**src/rtl/sync_fifo_if.sv**
```systemverilog
// Handshake/data bundle between a FIFO and its producer/consumer.
interface sync_fifo_if #(
  parameter int unsigned DATA_WIDTH = 8,
  parameter int unsigned DEPTH      = 8
);
  localparam int unsigned CW = $clog2(DEPTH + 1);

  logic                  flush;
  logic                  wren;
  logic [DATA_WIDTH-1:0] i_data;
  logic                  rden;
  logic                  clr_err;
  logic [DATA_WIDTH-1:0] o_data;
  logic                  o_valid;
  logic [CW-1:0]         count;
  logic                  full;
  logic                  empty;
  logic                  almost_full;
  logic                  almost_empty;
  logic                  overflow;
  logic                  underflow;

  modport master (
    output flush, wren, i_data, rden, clr_err,
    input  o_data, o_valid, count, full, empty, almost_full, almost_empty,
           overflow, underflow
  );

  modport slave (
    input  flush, wren, i_data, rden, clr_err,
    output o_data, o_valid, count, full, empty, almost_full, almost_empty,
           overflow, underflow
  );
endinterface

```
**src/rtl/sync_fifo.sv**
```systemverilog
// Single-clock FIFO, any depth, standard or first-word-fall-through read,
// occupancy count, threshold flags, sticky error flags and synchronous flush.
module sync_fifo #(
  parameter int unsigned DATA_WIDTH = 8,
  parameter int unsigned DEPTH      = 8,
  parameter int unsigned FWFT       = 0,
  parameter int unsigned AF_THRESH  = DEPTH - 1,
  parameter int unsigned AE_THRESH  = 1
) (
  input  logic        clk,
  input  logic        rst_n,
  sync_fifo_if.slave  bus
);
  localparam int unsigned CW = $clog2(DEPTH + 1);
  localparam int unsigned PW = (DEPTH > 1) ? $clog2(DEPTH) : 1;

  logic [DATA_WIDTH-1:0] mem_q [DEPTH];
  logic [PW-1:0]         wr_ptr_q, wr_ptr_d;
  logic [PW-1:0]         rd_ptr_q, rd_ptr_d;
  logic [CW-1:0]         count_q, count_d;
  logic                  ovf_q, ovf_d;
  logic                  unf_q, unf_d;

  logic full_c, empty_c, rd_acc_c, wr_acc_c;

  // Explicit wrap so non-power-of-two depths work.
  function automatic logic [PW-1:0] ptr_inc(input logic [PW-1:0] p);
    return (p == PW'(DEPTH - 1)) ? '0 : p + PW'(1);
  endfunction

  // Status decodes of the registered count; flush blocks any access.
  assign full_c   = (count_q == CW'(DEPTH));
  assign empty_c  = (count_q == '0);
  assign rd_acc_c = !bus.flush && bus.rden && !empty_c;
  assign wr_acc_c = !bus.flush && bus.wren && (!full_c || rd_acc_c);

  assign bus.count        = count_q;
  assign bus.full         = full_c;
  assign bus.empty        = empty_c;
  assign bus.almost_full  = (count_q >= CW'(AF_THRESH));
  assign bus.almost_empty = (count_q <= CW'(AE_THRESH));
  assign bus.overflow     = ovf_q;
  assign bus.underflow    = unf_q;

  // Pointer, occupancy and error-flag next state.
  always_comb begin
    wr_ptr_d = wr_ptr_q;
    rd_ptr_d = rd_ptr_q;
    count_d  = count_q;
    ovf_d    = ovf_q && !bus.clr_err;
    unf_d    = unf_q && !bus.clr_err;
    if (bus.flush) begin
      wr_ptr_d = '0;
      rd_ptr_d = '0;
      count_d  = '0;
    end else begin
      if (wr_acc_c) wr_ptr_d = ptr_inc(wr_ptr_q);
      if (rd_acc_c) rd_ptr_d = ptr_inc(rd_ptr_q);
      if (wr_acc_c && !rd_acc_c)      count_d = count_q + CW'(1);
      else if (rd_acc_c && !wr_acc_c) count_d = count_q - CW'(1);
      if (bus.wren && !wr_acc_c) ovf_d = 1'b1;
      if (bus.rden && empty_c)   unf_d = 1'b1;
    end
  end

  // Control state registers.
  always_ff @(posedge clk or negedge rst_n) begin
    if (!rst_n) begin
      wr_ptr_q <= '0;
      rd_ptr_q <= '0;
      count_q  <= '0;
      ovf_q    <= 1'b0;
      unf_q    <= 1'b0;
    end else begin
      wr_ptr_q <= wr_ptr_d;
      rd_ptr_q <= rd_ptr_d;
      count_q  <= count_d;
      ovf_q    <= ovf_d;
      unf_q    <= unf_d;
    end
  end

  // Storage array, intentionally not reset.
  always_ff @(posedge clk) begin
    if (wr_acc_c) mem_q[wr_ptr_q] <= bus.i_data;
  end

  if (FWFT == 0) begin : g_std
    logic [DATA_WIDTH-1:0] rdata_q, rdata_d;
    logic                  rvalid_q, rvalid_d;

    // Registered read: one-cycle valid pulse per accepted pop, data holds otherwise.
    always_comb begin
      rdata_d  = rdata_q;
      rvalid_d = 1'b0;
      if (rd_acc_c) begin
        rdata_d  = mem_q[rd_ptr_q];
        rvalid_d = 1'b1;
      end
    end

    // Read output registers.
    always_ff @(posedge clk or negedge rst_n) begin
      if (!rst_n) begin
        rdata_q  <= '0;
        rvalid_q <= 1'b0;
      end else begin
        rdata_q  <= rdata_d;
        rvalid_q <= rvalid_d;
      end
    end

    assign bus.o_data  = rdata_q;
    assign bus.o_valid = rvalid_q;
  end else begin : g_fwft
    assign bus.o_data  = mem_q[rd_ptr_q];
    assign bus.o_valid = !empty_c;
  end
endmodule

```
**src/flat_wrapper.sv**
```systemverilog
// flat-port wrapper written by rule: the top's interface ports become plain ports
module sync_fifo_flat 
#(
  parameter int unsigned DATA_WIDTH = 8,
  parameter int unsigned DEPTH      = 8,
  parameter int unsigned FWFT       = 0,
  parameter int unsigned AF_THRESH  = DEPTH - 1,
  parameter int unsigned AE_THRESH  = 1
)
  (clk, rst_n, bus_flush, bus_wren, bus_i_data, bus_rden, bus_clr_err, bus_o_data, bus_o_valid, bus_count, bus_full, bus_empty, bus_almost_full, bus_almost_empty, bus_overflow, bus_underflow);
  sync_fifo_if #(.DATA_WIDTH(DATA_WIDTH), .DEPTH(DEPTH)) bus_i ();
  input  logic clk;
  input  logic rst_n;
  input wire logic [$bits(bus_i.flush)-1:0] bus_flush;
  input wire logic [$bits(bus_i.wren)-1:0] bus_wren;
  input wire logic [$bits(bus_i.i_data)-1:0] bus_i_data;
  input wire logic [$bits(bus_i.rden)-1:0] bus_rden;
  input wire logic [$bits(bus_i.clr_err)-1:0] bus_clr_err;
  output wire logic [$bits(bus_i.o_data)-1:0] bus_o_data;
  output wire logic [$bits(bus_i.o_valid)-1:0] bus_o_valid;
  output wire logic [$bits(bus_i.count)-1:0] bus_count;
  output wire logic [$bits(bus_i.full)-1:0] bus_full;
  output wire logic [$bits(bus_i.empty)-1:0] bus_empty;
  output wire logic [$bits(bus_i.almost_full)-1:0] bus_almost_full;
  output wire logic [$bits(bus_i.almost_empty)-1:0] bus_almost_empty;
  output wire logic [$bits(bus_i.overflow)-1:0] bus_overflow;
  output wire logic [$bits(bus_i.underflow)-1:0] bus_underflow;
  assign bus_i.flush = bus_flush;
  assign bus_i.wren = bus_wren;
  assign bus_i.i_data = bus_i_data;
  assign bus_i.rden = bus_rden;
  assign bus_i.clr_err = bus_clr_err;
  assign bus_o_data = bus_i.o_data;
  assign bus_o_valid = bus_i.o_valid;
  assign bus_count = bus_i.count;
  assign bus_full = bus_i.full;
  assign bus_empty = bus_i.empty;
  assign bus_almost_full = bus_i.almost_full;
  assign bus_almost_empty = bus_i.almost_empty;
  assign bus_overflow = bus_i.overflow;
  assign bus_underflow = bus_i.underflow;
  sync_fifo #(.DATA_WIDTH(DATA_WIDTH), .DEPTH(DEPTH), .FWFT(FWFT), .AF_THRESH(AF_THRESH), .AE_THRESH(AE_THRESH)) u_core (.clk(clk), .rst_n(rst_n), .bus(bus_i));
endmodule
```
**config.mk**
```make
export PLATFORM = sky130hd
export DESIGN_NAME = sync_fifo_flat
export DESIGN_NICKNAME = d
export VERILOG_FILES = /design/src/rtl/sync_fifo_if.sv /design/src/rtl/sync_fifo.sv /design/src/flat_wrapper.sv
export SDC_FILE = /design/constraint.sdc
export NUM_CORES = 1
export LEC_CHECK = 0
export CORE_UTILIZATION = 51
export DETAILED_ROUTE_END_ITERATION = 10
export GPL_ROUTABILITY_DRIVEN = 0
export PLACE_DENSITY = 0.82
export SLEW_MARGIN = 20
export SYNTH_ARGS = -nofsm -noshare
export SYNTH_HDL_FRONTEND = slang
export SYNTH_SLANG_ARGS = --single-unit
```
**constraint.sdc**
```tcl
create_clock -name clk -period 3 [get_ports clk]
set_input_delay 0.6 -clock clk [delete_from_list [all_inputs] [get_ports clk]]
set_output_delay 0.6 -clock clk [all_outputs]
set_load 0.1 [all_outputs]
```
---- Yosys cells after proc, flatten, opt, wreduce, memory -nomap -nowiden ----
Memory sizes are Yosys's and may differ from the RTL's. A register that Yosys moved wholly into a read port is not among the register bits.
Cells that the tools add are included.
cells by class
  add/sub/neg operators ................... 4
  multipliers ............................. 0
  div/mod/pow operators ................... 0
  order comparisons ....................... 2
  equality and inequality tests ........... 3
  shift-type cells ........................ 0
  multiplexer cells ....................... 16
  bitwise operators ....................... 0
  reduce and logical (&&, ||, !) cells .... 22
operators with widths
  cell                                                                number
  two-way mux 3 bit                                                   6
  two-way mux 4 bit                                                   3
  logical AND 1 bit                                                   10
  logical NOT 1 bit                                                   7
  two-way mux 1 bit                                                   7
  adder 3 x 1 -> 3 bit (second input constant)                        2
  == test 3 bit (second input constant)                               2
  adder 4 x 1 -> 4 bit (second input constant)                        1
  == test 4 bit (second input constant)                               1
  greater-or-equal comparator 4 x 3 -> 1 bit (second input constant)  1
  <= comparator 4 x 1 -> 1 bit (second input constant)                1
  logical NOT 4 bit                                                   1
  nonzero test 2 bit                                                  2
  subtractor 4 x 1 -> 4 bit (second input constant)                   1
  nonzero test 3 bit                                                  1
  logical OR 1 bit                                                    1
storage, ports and cells
  flip-flop bits (word level) ............. 13
  bits in latches ......................... 0
  RAM bits ................................ 64
  memory bits (read-only) ................. 0
  input port bits ......................... 14
  output and inout port bits .............. 19
  word-level logic and storage cells ...... 54
  memories ................................ 1
memory list
  name          words  width  rd ports  clocked after Yosys merged registers in  write ports  line             source
  u_core.mem_q  8      8      1         1                                        1            sync_fifo.sv:17  logic [DATA_WIDTH-1:0] mem_q [DEPTH];

---- Longest topological paths before layout ----
Gate-level depths: netlist (run 1).
  depth after elaboration ................. 10
  mapped depth ............................ 8
  depth with buffers taken out ............ 8

---- Worst setup path before layout (run 1) ----
No wires, ideal clock.
  path kind ............................... reg2out
  from .................................... reg u_core.count_q[0] (netlist: u_core.bus.count[0])
  to ...................................... out bus_almost_empty
  arrival time ............................ 3299 ps
  slack ................................... -899 ps
  stages on the path, launching flop included .. 4
  path buffers ............................ 0
  cell sequence ........................... dfrtp_1 -> ha_1 -> nor2_1 -> nor3_1
between the ends
  cells in the longest elaborated chain, start to end .. 1
RTL lines
  element                       line                source
  start: declaration            sync_fifo.sv:20     logic [CW-1:0] count_q, count_d;
  start signal: assignment      sync_fifo.sv:77     count_q <= count_d;
  <= comparator 4 x 1 -> 1 bit  sync_fifo.sv:41     assign bus.almost_empty = (count_q <= CW'(AE_THRESH));
  end: declaration              flat_wrapper.sv:25  output wire logic [$bits(bus_i.almost_empty)-1:0] bus_almost_empty;
No other way between the ends.

---- Worst setup path in the final report (run 1) ----
  from .................................... reg u_core.count_q[0] (netlist: u_core.bus.count[0])
  to ...................................... out bus_empty
between the ends
  cells in the longest elaborated chain, start to end .. 1
RTL lines
  element            line                source
  logical NOT 4 bit  sync_fifo.sv:33     assign empty_c = (count_q == '0);
  end: declaration   flat_wrapper.sv:23  output wire logic [$bits(bus_i.empty)-1:0] bus_empty;
No other way between the ends.

==> results.md, run 1 <==
* Placeable Area at 6490 sq um
* Count of buffers from port buffering at 32
* Register cell area after layout at 2450 sq um
* Final setup TNS at 0 ps
* Pin count of the biggest net entering global routing at 23
* Largest fanout on the critical path at 6
* Detailed-route wire length on metal 1 at 2.57 mm
* H-Tree Level Count at 3
* Cell type with the largest total area after synthesis: edfxtp_1
* CP Capture Type: output port
* Detailed-route via count at 1900
* Power per unit of standard cell area at 929 nW/um^2
* Antenna violations before repair at 0
* # hold bufs at CTS at 0
* Post-synth EDFFs at 64
* Share of flip-flops with an asynchronous set or reset after synthesis at 0.247
* Number of resized instances in the post-cts repair step at 0
* Mean cell area of the mapped netlist at 16.8 sq um
* Min-Delay Path Class: register to register
* Share of layout cells above drive strength 1 at 0.276
* Worst hold-check slack at 534 ps
* Post-CTS Repair Setup Buffers at 0
* Post-synthesis sequential area ratio at 0.701
* Metal2 WL at 3.18 mm
* Overall global routing resource usage at 0.192
* Number of global-route vias before repair at 1926
* Portion of the clock cycle consumed by the worst path in the final layout at 0.802
* Drt initial violations at 79
* Clock share of power at 0.183
* Multi-input gate area at 995 sq um
* DR vias/cell at 5.62
* Leakage power of the design at 1.48 nW
* Synthesis Warnings at 0
* Maximum frequency from static timing analysis at 416 MHz
* Cell variety after synth at 33
* Number of synthesized register bits at 85
* Number of sinks handled by clock tree synthesis at 85
* Post-detail-place hpwl at 4.17 mm
* Post-Route Skew at 14.4 ps
* Clock latency at the later pin of the worst-skew pair at 350 ps
* Post-Route Utilization at 0.633
* Post-DR wirelength/cell at 18.3 um
* Startpoint kind of the worst setup timing path: register
* First-pass GRT wire length at 9.94 mm
* Switching part of the total at 0.437
* Sequential group share of total power at 0.409
* Die Y-Extent at 84.8 um
* Chip width at 84.8 um
* DRT Pass-1 Iters at 7
* Peak supply drop at 532 uV
* Transition time of the tightest slew-check pin at 857 ps
* Net count, final at 278
* Post-synthesis instance area at 3490 sq um
* Remaining global-route overflow at 0
* Internal power contribution at 2.15 mW
* Leading register cell type out of synthesis: edfxtp_1
* Root buffer cell: clkbuf_8
* Top routing layer in use: met4
* Initial core utilization at 0.538
* DIE AREA at 7180 sq um
* Number of fill cells at 463
* Overall routed net length at 6.18 mm
* Final hold violation count at 0
* Length of routed met3 wiring at 360 um
* Clock-pin slew reported for the worst setup and hold paths after clock tree synthesis at 80 ps
* Setup slack on the worst flop-to-flop path at 950 ps
* Max Root-Sink Buffers at 2
* Number of remaining DRC errors at 2
* Post-layout instance count excluding filler cells at 338
* Outcome: complete, but fails checks
* Placed instance area at 3940 sq um
* Cell area after layout at 4110 sq um
* Post-Synthesis Cells at 208
* Number of instances on the worst hold path at 2
* Dominant cells by area after synthesis: edfxtp_1 55%, dfrtp_1 15%, mux4_2 10%, mux2i_1 3.4%, ha_1 2.9%
* Diodes inserted at 0
* TritonCTS buffer count at 9
* Crit Path Class: register to output port
* Final min period at 2410 ps
* Violations in the final reports: DRC
* Relative contribution of combinational cells to total power at 0.408
* Number of endpoints failing setup at the final stage at 0
* Num rows at 29
* Remaining antenna violation count after routing at 0
* P_sw at 1.67 mW
* Total nets after synthesis at 230
* Worst EP arrival at 1810 ps
* Layout overhead on the synthesized area at 17.7%
* I/O pin total at 33
* Worst slew margin relative to its limit at 0.428
* Placed insts at 322
* Fraction of synthesized cell area taken by the top area cell type at 0.550
* TritonCTS clock tree: yes
* Max_cap viols at 0
* Setup repair after global routing missed its margin: no
* Worst reg-to-reg path cell count at 7
* Slew Viols, Final at 0
* Data required time at the worst endpoint at 2400 ps
stage by stage:
| stage | worst slack (ps) | power [mW] |
|---|---|---|
| final | 594 | 3.82 |
| after floorplan | -36.9 | 2.81 |
| after detailed placement | 578 | 3.15 |
| after CTS | 585 | 3.84 |
| after global routing | 451 | 3.98 |
| after global placement | 601 | 3.11 |
cell families (layout without fill, tap and decap cells):
| logic type | after synthesis | after routing | share of synthesized area |
|---|---|---|---|
| AOI/OAI and AO/OA | 22 | 22 | 0.0408 |
| xor gates and xnor gates | 3 | 3 | 0.00752 |
| adders and majority gates | 8 | 8 | 0.0287 |
| buffers and inverters | 14 | 67 | 0.0168 |
| DFF | 85 | 85 | 0.701 |
| muxes | 28 | 28 | 0.138 |
| and+or+nand+nor | 48 | 48 | 0.0681 |
registers in the layout (all words and copies together) (netlist names):
| register | count |
|---|---|
| u_core.bus.overflow | 1 |
| u_core.rd_ptr_q | 3 |
| u_core.bus.underflow | 1 |
| u_core.mem_q | 64 |
| u_core.bus.count | 4 |
| u_core.bus.o_data | 8 |
| u_core.bus.o_valid | 1 |
| u_core.wr_ptr_q | 3 |
layer usage:
layer / up-vias / global-route usage
met5: - / 0
met4: 0 / 0.0555
met3: 6 / 0.0560
met2: 58 / 0.324
met1: 952 / 0.244
li1: 884 / -
final timing paths:
check                                                  from                                to
setup / recovery            u_core.bus.count[0]$_DFFE_PN0P_                         bus_empty
hold / removal             u_core.bus.o_data[2]$_DFFE_PN0P_  u_core.bus.o_data[2]$_DFFE_PN0P_
setup reg to reg            u_core.bus.count[0]$_DFFE_PN0P_      u_core.mem_q[4][0]$_DFFE_PP_
hold reg to reg            u_core.bus.o_data[2]$_DFFE_PN0P_  u_core.bus.o_data[2]$_DFFE_PN0P_
max in group asynchronous                             rst_n    u_core.rd_ptr_q[0]$_DFFE_PN0P_
min in group asynchronous                             rst_n    u_core.wr_ptr_q[0]$_DFFE_PN0P_
final cells by class:
cell class,count,share of cell area
clock buffers,9,0.0301
clock inverters,7,0.0125
inverters,5,0.00456
multi-input cells,109,0.242
flip-flops and latches,85,0.596
well taps,77,0.0234
repair buffers,46,0.0919
power by group through the flow:
stage | Sequential [mW] | Clock, mW | Combinational (mW)
finish | 1.56 | 0.700 | 1.56
floorplan | 2.06 | 0 | 0.754
global placement | 1.58 | 0 | 1.53
CTS | 1.56 | 0.715 | 1.56
detailed placement | 1.59 | 0 | 1.56
global route | 1.59 | 0.758 | 1.63
critical path: stages, from the launching register on:
cell      delay, ps
dfrtp_1         440
inv_1           130
ha_1            200
nand2b_1        180
nor2_2          190
buf_4           320
layout by cell type (no fill, tap or decap), drive strengths merged, types with 2 or more instances in the layout:
| cell | Yosys | final |
|---|---|---|
| edfxtp | 64 | 64 |
| buf | 4 | 33 |
| nor2 | 22 | 22 |
| dfrtp | 21 | 21 |
| mux4 | 16 | 16 |
| clkdlybuf4s50 | 0 | 13 |
| mux2i | 12 | 12 |
| a21oi | 10 | 10 |
| nand2b | 9 | 9 |
| clkbuf | 5 | 9 |
| ha | 8 | 8 |
| inv | 5 | 6 |
| o21ai | 5 | 5 |
| nand2 | 4 | 4 |
| nor3 | 4 | 4 |
| clkinv | 0 | 4 |
| or3 | 3 | 3 |
| o32ai | 2 | 2 |
| xnor2 | 2 | 2 |
| clkinvlp | 0 | 2 |
| nand3b | 2 | 2 |
cells in the mapped netlist (2+ instances only):
master,instances
xnor2_1,2
nand2_1,4
or3_1,3
nand2b_1,9
inv_1,4
mux4_2,16
a21oi_1,10
o21ai_0,3
clkbuf_1,5
ha_1,8
buf_2,2
dfrtp_1,21
edfxtp_1,64
nor3_1,4
mux2i_1,12
o32ai_1,2
nor2_1,22
o21ai_1,2
Power figures use the tool's default switching activity.
==> run 2, diff against run 1 <==
--- a/config.mk
+++ b/config.mk
@@ -8,7 +8,7 @@
 export CORE_UTILIZATION = 51
 export DETAILED_ROUTE_END_ITERATION = 10
 export GPL_ROUTABILITY_DRIVEN = 0
-export PLACE_DENSITY = 0.82
+export PLACE_DENSITY = 0.85
 export SLEW_MARGIN = 20
 export SYNTH_ARGS = -nofsm -noshare
 export SYNTH_HDL_FRONTEND = slang
==> constraint.sdc (replaced) <==
create_clock -name clk -period 2 [get_ports clk]
set_input_delay 0.4 -clock clk [delete_from_list [all_inputs] [get_ports clk]]
set_output_delay 0.4 -clock clk [all_outputs]
set_load 0.1 [all_outputs]
==> run 2 against run 1 <==
The run still ends with DRC left. Critical path depth stayed put. Power is 67% higher. Worst setup slack lost 540 ps. Sequential power is 45% higher. Design area up 9.3%. Clock skew is 6.3 ps lower. Count of clock-buffer cells in the layout rose by 1. Via count up 5.5%. Largest cell class unchanged. Largest power group is now combinational logic. Highest routed layer unchanged.
==> results.md, run 2 (synthesis results as in run 1) <==
* Post-Route Skew at 8.14 ps
* Number of endpoints failing setup at the final stage at 0
* Worst hold-check slack at 374 ps
* Worst slew margin relative to its limit at 0.464
* Register cell area after layout at 2460 sq um
* Net count, final at 287
* Pwr Total at 6.36 mW
* Number of fill cells at 426
* Combined buffer and inverter count along the critical path at 2
* First-pass GRT wire length at 10.7 mm
* DR vias/cell at 5.78
* Leakage power of the design at 1.59 nW
* Pre-CTS setup slack at -171 ps
* Number of flip-flops in the largest register at 64
* Max Root-Sink Buffers at 2
* Worst-path cell with the longest stage delay: dfrtp_4
* Final min period at 1940 ps
* Max_cap viols at 0
* Antenna violations before repair at 0
* Startpoint kind of the worst setup timing path: register
* Remaining global-route overflow at 0
* Initial core utilization at 0.538
* Share of layout cells above drive strength 1 at 0.378
* Diodes inserted at 0
* Ordered list of cells on the worst path: buf_6 > ha_2 > nor2_2 > nor3_4 > buf_12
* Post-detail-place hpwl at 4.59 mm
* Number of remaining DRC errors at 4
* Worst EP arrival at 1540 ps
* Die Y-Extent at 84.8 um
* Outcome: complete, but fails checks
* Num rows at 29
* Clock latency at the later pin of the worst-skew pair at 350 ps
* Maximum frequency from static timing analysis at 514 MHz
* Kind of cell adding the most delay to the critical path: flip-flops
* Violations in the final reports: DRC
* Crit-path max cell delay at 500 ps
* Remaining antenna violation count after routing at 0
* Most common cell after layout, fill and taps aside: edfxtp_1
* I/O pin total at 33
* Number of sinks handled by clock tree synthesis at 85
* Post-DR wirelength/cell at 18.7 um
* DRT Pass-1 Iters at 7
* TritonCTS clock tree: yes
* Most used cells in the layout excluding fill and tap cells: 64 x edfxtp_1, 29 x buf_4, 17 x dfrtp_1, 16 x mux4_2, 13 x clkdlybuf4s50_1
* TritonCTS buffer count at 9
* Root buffer cell: clkbuf_8
* Portion of the clock cycle consumed by the worst path in the final layout at 0.972
* Largest fanout on the critical path at 5
* Final hold violation count at 0
* # hold bufs at CTS at 0
* Chip width at 84.8 um
* Layout overhead on the synthesized area at 28.7%
* Min-Delay Path Class: primary input to async pin
* H-Tree Level Count at 3
* Multi-input gate area at 1110 sq um
* Overall routed net length at 6.50 mm
* Overall global routing resource usage at 0.205
* Setup repair after global routing missed its margin: yes
* Register with the highest flop count: u_core.mem_q
* Detailed-route via count at 2004
* Data required time at the worst endpoint at 1600 ps
* Crit Path Class: register to output port
* Transition time of the tightest slew-check pin at 803 ps
* Placed instance area at 4270 sq um
* Slew Viols, Final at 0
* Placeable Area at 6490 sq um
* Crit path setup slack, layout at 55.1 ps
* Drt initial violations at 124
* Setup slack on the worst flop-to-flop path at 90 ps
* Peak supply drop at 823 uV
* Clock-pin slew reported for the worst setup and hold paths after clock tree synthesis at 90 ps
* Pin count of the biggest net entering global routing at 22
* CP Capture Type: output port
* Number of global-route vias before repair at 2160
* DIE AREA at 7180 sq um
* Power per unit of standard cell area at 1420 nW/um^2
* Cell area after layout at 4490 sq um
* Count of buffers from port buffering at 32
## run 2: what timing repair did
item | 4_1_cts | 5_1_grt
pin swaps | 1 | 3
setup buffers | 0 | 1
setup endpoints to repair | 2 | 4
gates resized for setup | 2 | 3
## run 2: layout make-up
| type | instances | share of cell area |
|---|---|---|
| flip-flops and latches | 85 | 0.547 |
| multi-input cells | 109 | 0.248 |
| repair buffers | 55 | 0.131 |
| clock buffers | 10 | 0.0306 |
| well taps | 77 | 0.0214 |
| clock inverters | 6 | 0.0156 |
| inverters | 5 | 0.00585 |
## run 2: worst paths after layout
kind | end | cells past startpoint | from
setup / recovery | bus_almost_empty | 5 | u_core.bus.count[0]$_DFFE_PN0P_
hold / removal | u_core.bus.count[1]$_DFFE_PN0P_ | 2 | rst_n
setup reg to reg | u_core.mem_q[0][5]$_DFFE_PP_ | 7 | u_core.bus.count[1]$_DFFE_PN0P_
hold reg to reg | u_core.bus.o_data[0]$_DFFE_PN0P_ | 2 | u_core.bus.o_data[0]$_DFFE_PN0P_
max in group asynchronous | u_core.bus.count[3]$_DFFE_PN0P_ | 2 | rst_n
min in group clk | u_core.bus.o_data[0]$_DFFE_PN0P_ | 2 | u_core.bus.o_data[0]$_DFFE_PN0P_
## run 2: report_power, final
group / internal (mW) / switching (mW) / total, mW
Clock: 0.622 / 0.615 / 1.24
Sequential: 2.09 / 0.168 / 2.26
Combinational: 1.01 / 1.86 / 2.87
## run 2: metal layers
metal,part of all wire,vias to the layer above,global-route usage
li1,-,910,-
met1,0.42,1015,0.268
met2,0.50,67,0.329
met3,0.060,12,0.0610
met4,0.015,0,0.0770
met5,0,-,0
## run 2: per-stage QoR
step / TNS (ps) / util / instances
4_1_cts: 0 / 0.690 / 347
5_1_grt: -10.7 / 0.692 / 347
3_5_place_dp: -3790 / 0.658 / 331
6_report: 0 / 0.692 / 347
3_3_place_gp: -2100 / 0.658 / 331
2_1_floorplan: -2640 / - / 208
